$ cat src/rtl/i2c_slave_rx.sv
// rtl/i2c_slave_rx.sv - I2C target: oversampled START/STOP detect, address match, byte receive and transmit
`timescale 1ns/1ps
module i2c_slave_rx #(
  parameter logic [6:0] DEV_ADDR    = 7'b1011001,
  parameter int         SYNC_STAGES = 2
) (
  input  logic       CLK_IW,
  input  logic       RST_IW,
  input  logic       SCL_IW,
  input  logic       SDA_IW,
  output logic       SDA_OE_OW,
  output logic [7:0] RX_DATA_OW,
  output logic       RX_VALID_OW,
  input  logic [7:0] TX_DATA_IW,
  output logic       TX_REQ_OW,
  output logic       BUSY_OW
);

  typedef enum logic [2:0] {
    S_IDLE, S_ADDR, S_ADDR_ACK, S_RX, S_RX_ACK, S_TX, S_TX_ACK, S_WAIT_STOP
  } state_t;

  logic [SYNC_STAGES-1:0] scl_sync_q, scl_sync_d, sda_sync_q, sda_sync_d;
  logic       scl_hist_q, scl_hist_d, sda_hist_q, sda_hist_d;
  state_t     state_q, state_d;
  logic [3:0] bit_cnt_q, bit_cnt_d;
  logic [6:0] shift_q, shift_d;
  logic [6:0] tx_shift_q, tx_shift_d;
  logic       rw_q, rw_d;
  logic       sda_oe_q, sda_oe_d;
  logic [7:0] rx_data_q, rx_data_d;
  logic       rx_valid_q, rx_valid_d;
  logic       tx_req_q, tx_req_d;
  logic       busy_q, busy_d;

  logic scl_s, sda_s, scl_rise, scl_fall, start_det, stop_det, load_tx;

  assign scl_s     = scl_sync_q[SYNC_STAGES-1];
  assign sda_s     = sda_sync_q[SYNC_STAGES-1];
  assign scl_rise  = scl_s & ~scl_hist_q;
  assign scl_fall  = ~scl_s & scl_hist_q;
  assign start_det = scl_s & scl_hist_q & sda_hist_q & ~sda_s;
  assign stop_det  = scl_s & scl_hist_q & ~sda_hist_q & sda_s;

  always_ff @(posedge CLK_IW or negedge RST_IW) begin
    if (!RST_IW) begin
      scl_sync_q <= '1;
      sda_sync_q <= '1;
      scl_hist_q <= 1'b1;
      sda_hist_q <= 1'b1;
      state_q    <= S_IDLE;
      bit_cnt_q  <= 4'd0;
      shift_q    <= 7'd0;
      tx_shift_q <= 7'd0;
      rw_q       <= 1'b0;
      sda_oe_q   <= 1'b0;
      rx_data_q  <= 8'h00;
      rx_valid_q <= 1'b0;
      tx_req_q   <= 1'b0;
      busy_q     <= 1'b0;
    end else begin
      scl_sync_q <= scl_sync_d;
      sda_sync_q <= sda_sync_d;
      scl_hist_q <= scl_hist_d;
      sda_hist_q <= sda_hist_d;
      state_q    <= state_d;
      bit_cnt_q  <= bit_cnt_d;
      shift_q    <= shift_d;
      tx_shift_q <= tx_shift_d;
      rw_q       <= rw_d;
      sda_oe_q   <= sda_oe_d;
      rx_data_q  <= rx_data_d;
      rx_valid_q <= rx_valid_d;
      tx_req_q   <= tx_req_d;
      busy_q     <= busy_d;
    end
  end

  always_comb begin
    scl_sync_d = {scl_sync_q[SYNC_STAGES-2:0], SCL_IW};
    sda_sync_d = {sda_sync_q[SYNC_STAGES-2:0], SDA_IW};
    scl_hist_d = scl_s;
    sda_hist_d = sda_s;
    state_d    = state_q;
    bit_cnt_d  = bit_cnt_q;
    shift_d    = shift_q;
    tx_shift_d = tx_shift_q;
    rw_d       = rw_q;
    sda_oe_d   = sda_oe_q;
    rx_data_d  = rx_data_q;
    rx_valid_d = 1'b0;
    tx_req_d   = 1'b0;
    busy_d     = busy_q;
    load_tx    = 1'b0;

    if (start_det) begin
      state_d   = S_ADDR;
      bit_cnt_d = 4'd0;
      sda_oe_d  = 1'b0;
      busy_d    = 1'b1;
    end else if (stop_det) begin
      state_d   = S_IDLE;
      bit_cnt_d = 4'd0;
      sda_oe_d  = 1'b0;
      busy_d    = 1'b0;
    end else begin
      case (state_q)
        S_ADDR: if (scl_rise) begin
          shift_d = {shift_q[5:0], sda_s};
          if (bit_cnt_q == 4'd7) begin
            bit_cnt_d = 4'd0;
            rw_d      = sda_s;
            state_d   = (shift_q == DEV_ADDR) ? S_ADDR_ACK : S_WAIT_STOP;
          end else begin
            bit_cnt_d = bit_cnt_q + 4'd1;
          end
        end
        // ACK states enter with SDA released, so sda_oe_q tells which falling edge this is.
        S_ADDR_ACK: if (scl_fall) begin
          if (!sda_oe_q) begin
            sda_oe_d = 1'b1;
          end else if (!rw_q) begin
            sda_oe_d = 1'b0;
            state_d  = S_RX;
          end else begin
            load_tx = 1'b1;
          end
        end
        S_RX: if (scl_rise) begin
          shift_d = {shift_q[5:0], sda_s};
          if (bit_cnt_q == 4'd7) begin
            rx_data_d  = {shift_q, sda_s};
            rx_valid_d = 1'b1;
            bit_cnt_d  = 4'd0;
            state_d    = S_RX_ACK;
          end else begin
            bit_cnt_d = bit_cnt_q + 4'd1;
          end
        end
        S_RX_ACK: if (scl_fall) begin
          sda_oe_d = ~sda_oe_q;
          if (sda_oe_q) state_d = S_RX;
        end
        // bit_cnt counts bits already placed on the line; the MSB went out at load time.
        S_TX: if (scl_fall) begin
          if (bit_cnt_q == 4'd8) begin
            sda_oe_d  = 1'b0;
            bit_cnt_d = 4'd0;
            state_d   = S_TX_ACK;
          end else begin
            sda_oe_d   = ~tx_shift_q[6];
            tx_shift_d = {tx_shift_q[5:0], 1'b0};
            bit_cnt_d  = bit_cnt_q + 4'd1;
          end
        end
        S_TX_ACK: begin
          if (scl_rise && bit_cnt_q == 4'd0) begin
            if (sda_s) state_d = S_WAIT_STOP;
            else bit_cnt_d = 4'd1;
          end else if (scl_fall && bit_cnt_q == 4'd1) begin
            load_tx = 1'b1;
          end
        end
        default: ;
      endcase
    end

    if (load_tx) begin
      tx_shift_d = TX_DATA_IW[6:0];
      tx_req_d   = 1'b1;
      sda_oe_d   = ~TX_DATA_IW[7];
      bit_cnt_d  = 4'd1;
      state_d    = S_TX;
    end
  end

  assign SDA_OE_OW   = sda_oe_q;
  assign RX_DATA_OW  = rx_data_q;
  assign RX_VALID_OW = rx_valid_q;
  assign TX_REQ_OW   = tx_req_q;
  assign BUSY_OW     = busy_q;

endmodule

$ cat config.mk
export PLATFORM = sky130hd
export DESIGN_NAME = i2c_slave_rx
export DESIGN_NICKNAME = d
export VERILOG_FILES = /design/src/rtl/i2c_slave_rx.sv
export SDC_FILE = /design/constraint.sdc
export NUM_CORES = 1
export LEC_CHECK = 0
export BUFFER_PORTS_ARGS = -buffer_cell sky130_fd_sc_hd__buf_2
export CAP_MARGIN = 40
export CORE_ASPECT_RATIO = 1.75
export CORE_MARGIN = 8
export CORE_UTILIZATION = 40
export DETAILED_ROUTE_END_ITERATION = 10
export PLACE_DENSITY_LB_ADDON = 0.1
export SYNTH_ARGS = -nofsm -noshare
export SYNTH_HDL_FRONTEND = slang
export SYNTH_SLANG_ARGS = --single-unit
$ cat constraint.sdc
create_clock -name CLK_IW -period 2.7 [get_ports CLK_IW]
set_input_delay 0.135 -clock CLK_IW [delete_from_list [all_inputs] [get_ports CLK_IW]]
set_output_delay 0.135 -clock CLK_IW [all_outputs]
set_load 0.01 [all_outputs]
# Yosys cells after proc, flatten, opt, wreduce, memory -nomap -nowiden
# Index checks and enable logic that the tools add are counted.
[word_totals]
ff_bits = 40
inputBits = 12
out_inout_bits = 12
wordCells = 135
[op_classes]
addsub = 1
n_eq_ne = 28
n_mux = 59
bitwise = 16
reduce_logical = 17
[ops]
columns = ["operator", "n"]
rows = [
  ["$ne A5 B5 Y1 const B", 14],
  ["$mux W3", 17],
  ["$mux W7", 6],
  ["$mux W4", 9],
  ["$mux W1", 23],
  ["$reduce_and A5 Y1", 4],
  ["$pmux W3 S6", 1],
  ["$reduce_and A14 Y1", 1],
  ["$pmux W4 S3", 1],
  ["$reduce_bool A6 Y1", 2],
  ["$eq A3 B3 Y1 const B", 3],
  ["$not A1 Y1", 9],
  ["$reduce_bool A9 Y1", 1],
  ["$reduce_and A4 Y1", 2],
  ["$and A1 B1 Y1", 7],
  ["$eq A7 B7 Y1 const B", 1],
  ["$eq A3 B2 Y1 const B", 2],
  ["$reduce_bool A2 Y1", 3],
  ["$ne A5 B1 Y1 const B", 1],
  ["$add A4 B1 Y4 const B", 1],
  ["$eq A4 B1 Y1 const B", 1],
  ["$eq A4 B3 Y1 const B", 1],
  ["$eq A4 B4 Y1 const B", 1],
  ["$logic_not A4 Y1", 1],
  ["other kinds (7)", 9],
]

# Logic depth before layout (Yosys ltp)
[depth]
word_depth = 10
mapped_depth = 7
depth_no_buf = 7

# Least setup slack after synthesis
# No wires, ideal clock.
[synth_timing]
kind = "flip-flop to flip-flop"
from = "register sda_sync_q[1]"
to = "register bit_cnt_q[0]"
setup_time_ps = 128
arrival_ps = 1768
required_time_ps = 2572
slack_ps = 804
path_stages_with_launch = 7
n_path_buf = 1
period_less_slack_ps = 1896
cell_sequence = "dfstp_2 buf_2 xor2_1 and2b_1 or2_1 o21ai_2 mux2_1"
[synth_via]
elab_chain_len = 5
elab_cells_between_ends = 14
cone_classes = "4 x eq/ne; 5 x mux; 3 x bitwise; 2 x reduce/logical"
[synth_lines]
columns = ["element", "line", "rtl"]
rows = [
  ["from (decl)", "23", "logic [SYNC_STAGES-1:0] scl_sync_q, scl_sync_d, sda_sync_q, sda_sync_d;"],
  ["from (signal assigned)", "63", "sda_sync_q <= sda_sync_d;"],
  ["$and A1 B1 Y1 / $not A1 Y1 (equally long branches)", "43, 42", ""],
  ["$mux W1 / $and A1 B1 Y1 (equally long branches)", "101, 42", ""],
  ["$mux W1", "96", "if (start_det) begin"],
  ["$ne A5 B5 Y1 (no source line), or another cell as far along", "n/a", ""],
  ["$reduce_and A5 Y1 (no source line)", "n/a", ""],
  ["to (signal assigned)", "67", "bit_cnt_q <= bit_cnt_d;"],
  ["to (decl)", "26", "logic [3:0] bit_cnt_q, bit_cnt_d;"],
]
# Parallel ways exist; a longest one is shown, timed or not.
# A chain may end at the register's enable or synchronous reset.

# Final worst setup path
[layout_timing]
from = "register state_q[2]"
to = "register bit_cnt_q[2]"
[layout_via]
elab_chain_len = 6
elab_cells_between_ends = 19
cone_classes = "9 x eq/ne; 7 x mux; 3 x reduce/logical"
[layout_lines]
columns = ["element", "line", "rtl"]
rows = [
  ["from (decl)", "25", "state_t state_q, state_d;"],
  ["from (signal assigned)", "66", "state_q <= state_d;"],
  ["$eq A3 B3 Y1, or another cell as far along", "107", "case (state_q)"],
  ["$pmux W1 S2 / $reduce_or A2 Y1 (equally long branches)", "n/a", ""],
  ["$mux W1 / $pmux W4 S3 (equally long branches)", "101, 107", ""],
  ["$mux W1 / $mux W4 (equally long branches)", "96, 101", ""],
  ["$ne A5 B5 Y1 (no source line), or another cell as far along", "n/a", ""],
  ["$reduce_and A5 Y1 (no source line) / $mux W4 (equally long branches)", "n/a", ""],
]
# Parallel ways exist; a longest one is shown, timed or not.

==> results.md <==
- The leakage power of the design is 0.00117 uW.
- Total power for the finished layout comes to 2280 uW.
- Of the available clock period, the critical path in the final layout requires 0.812.
- Buffers inserted during clock tree synthesis total 5.
- The count of TritonRoute iterations in the first routing pass is 4.
- TritonCTS built the clock tree.
- The library cell with the largest summed area after synthesis is dfrtp_1.
- The library cells used most frequently in the layout, excluding fill and tap cells, are nand2_1, dfrtp_1, buf_2.
- The signal on the critical path passes through nand4bb_1 > a211oi_4 > or2_1 > o21ai_2 > a221o_1.
- The delay contributed by the slowest stage of the critical path is 0.68 ns.
- The Yosys warning count is 0.
- The peak supply drop is 584 uV.
- Leaving out fill and tap cells, the most frequent cell in the layout is nand2_1.
- The number of port buffers is 23.
- The flow ran to the end, and the final reports show no timing, DRC or antenna violations.
- For this block, the via count after detailed routing is 1676.
- The category of the worst setup path capture point is a register.
- In the synthesized netlist the dominant register cell turns out to be dfrtp_1.
- The clock passes through at most 2 buffers.
- Including well taps, the total number of placed cells is 283.
- The final net count is 253.
- Of the cells placed in the final design, the portion with a size suffix greater than 1 is 0.247.
- The count of state elements after synthesis is 40.
- On the final layout, the worst clock skew is 0.00572 ns.
- In this run the post-CTS setup repair buffer count came out at 0.
- After global routing the overflow that remains totals 0.
- In the global route stage, overall resource usage came out at 0.134.
- In the routed design, unresolved DRC markers number 0.
- In this run the remaining antenna-violating nets after routing total 0.
- The floorplan step set the die height to 112 um.
- The routed wire length is 5140 um.
- The netlist area before placement is 2130 um2.
- The number of global-route vias before repair is 1747.
- The number of DRC markers in iteration 0 is 80.
- The number of enable flip-flop cells after synthesis is 0.
- The routed design could run at a clock period as short as 2.19 ns.
- After routing, the total negative slack on setup checks comes to 0 ns.
- The wire length of the first global-routing pass is 8540 um.
- The tool flagged a number of max-cap violations equal to 0.
- The count of pins over their slew limit is 0.
- The via density per instance is 5.70.
- The arrival time at the worst endpoint is 2.38 ns.
- The cell row count is 35.
- Summed over all nets, the half-perimeter wirelength after detailed placement is 3820 um.
- The boundary pin count is 24.
- The setup path with the least slack is of type register to register.
- The kind of start point of the critical path is a register.
- The share of synthesized flip-flops with an asynchronous set or reset is 1.00.
- Counting the fill cells in the layout gives 512.
- The total count of hold-check failures in the final report is 0.
- The min-delay analysis places its worst path in the category primary input to register.
- The number of setup violations in the final report is 0.
- For the pin with the worst max-slew slack, the measured transition is 0.619 ns.
- The CTS sink count is 40.
- The number of hold buffers added after CTS is 3.
- Along the worst path, the maximum fanout reaches 18.
- The largest individual stage delay along the critical path comes from the cell dfrtp_1.
- A synthesized cell averages 10.1 um2.
- The core region area is 5210 um2.
- The net count after synthesis is 225.
- Routability-driven placement finished with a final weighted congestion of 0.884.
- The initial antenna violation count was 0.
- The sequential element share of the synthesized area is 0.474.
- For this configuration, the core starts out at a cell density of 0.408.
- The H-tree generated during clock tree synthesis spans 2 levels.
- The number of cells upsized or downsized after cts is 0.
- The worst slew slack as a fraction of its limit is 0.583.
- For the worst setup path, the data required time is 2.89 ns.
- The post-CTS clock slew at the launch and capture registers of the worst setup and hold paths is 0.08 ns.
- The synthesized netlist contains 56 unique library cells.
- The number of antenna diodes is 0.
- The count of mapped cells out of synthesis is 210.
- The floorplan die area is 8000 um2.
- The proportion of netlist area held by the largest area contributor is 0.400.
- The later-pin clock latency in the skew report is 0.30 ns.
- The post-synthesis to final-layout area growth is 13.9%.
- CTS placed an instance of clkbuf_8 at the clock tree root.
- The wire length per cell after detailed routing is 17.5 um.
- The die extent in x is 71.1 um.
- The number of cells in the finished layout apart from fillers is 294.
- Sorting the synthesized cells by area gives the leading types as dfrtp_1, dfstp_2, nand2_1.
- For this run, the top clock speed supported by timing is 0.456 GHz.
- The power per cell area is 939 nW/um2.
- The largest net degree at the start of global routing is 24.
- Setup repair after global routing left no endpoint under its margin.
==> metal layers <==
metal	track usage	up-vias	wire length [um]
met3	0.0241	11	140
met2	0.237	33	2740
met1	0.143	831	2110
met5	0	-	0
met4	0.0783	0	146
li1	-	801	-
==> sequential cells by signal, indices dropped and copies added (netlist names) <==
| signal | count |
|---|---|
| bit_cnt_q | 4 |
| shift_q | 7 |
| SDA_OE_OW | 1 |
| sda_sync_q | 2 |
| RX_DATA_OW | 8 |
| tx_shift_q | 7 |
| BUSY_OW | 1 |
| rw_q | 1 |
| RX_VALID_OW | 1 |
| scl_hist_q | 1 |
| sda_hist_q | 1 |
| TX_REQ_OW | 1 |
| scl_sync_q | 2 |
| state_q | 3 |
==> power by group <==
part	total [uW]	internal [uW]	switching, uW
sequential	984	768	216
combinational	895	425	471
clock	397	185	213
total	2280	1380	900
==> worst max-delay path, delay by kind of cell, from the launching register on <==
kind	cells	cell delay (ns)
AO/OA/AOI/OAI	3	0.93
flip-flops	1	0.68
AND/OR/NAND/NOR	2	0.47
==> cells by family after synthesis <==
family | after synthesis | synth area share
compound gates | 49 | 0.178
flops | 40 | 0.474
fa+ha+maj | 3 | 0.0176
xor+xnor | 1 | 0.00412
mux | 11 | 0.0570
simple gates | 87 | 0.228
buf+inv | 19 | 0.0423
==> synthesized netlist by cell type, drive strengths merged, types with 3 or more instances <==
master,count
buf,10
nor2b,5
dfrtp,34
a22oi,6
nor2,7
nand3,5
dfstp,6
and3b,3
a211oi,5
o21ai,9
ha,3
a21oi,7
nand3b,3
nand2b,6
nand2,42
inv,7
mux2,9
a31oi,5
==> layout make-up <==
cell class	count	area [um2]	share of cell area
multi-input combinational	151	1030	0.425
clock inverter	1	8.76	0.00361
clock buffer	7	76.3	0.0315
inverter	8	30.0	0.0124
tap	55	68.8	0.0284
timing repair buffer	32	203	0.0836
sequential	40	1010	0.416
==> worst paths after layout <==
path | from | to | slack [ns] | depth (start not counted)
min | TX_DATA_IW[4] | tx_shift_q[4] | 0.07 | 3
min in group asynchronous | RST_IW | bit_cnt_q[1] | 0.30 | 2
min reg2reg | scl_sync_q[0] | scl_sync_q[1] | 0.36 | 0
max in group asynchronous | RST_IW | shift_q[3] | 1.93 | 3
max | state_q[2] | bit_cnt_q[2] | 0.51 | 5
max reg2reg | state_q[2] | bit_cnt_q[2] | 0.51 | 5
==> stage by stage <==
stage / hold WS, ns / instance area [um2] / setup WS (ns) / util
floorplan: -0.161 / 2130 / 0.804 / -
global placement: 0.240 / 2290 / 0.588 / 0.439
detailed placement: 0.105 / 2310 / 0.527 / 0.443
CTS: 0.0669 / 2420 / 0.531 / 0.465
global route: 0.0698 / 2420 / 0.365 / 0.465
finish: 0.0685 / 2420 / 0.507 / 0.465
Power figures use the tool's default switching activity.
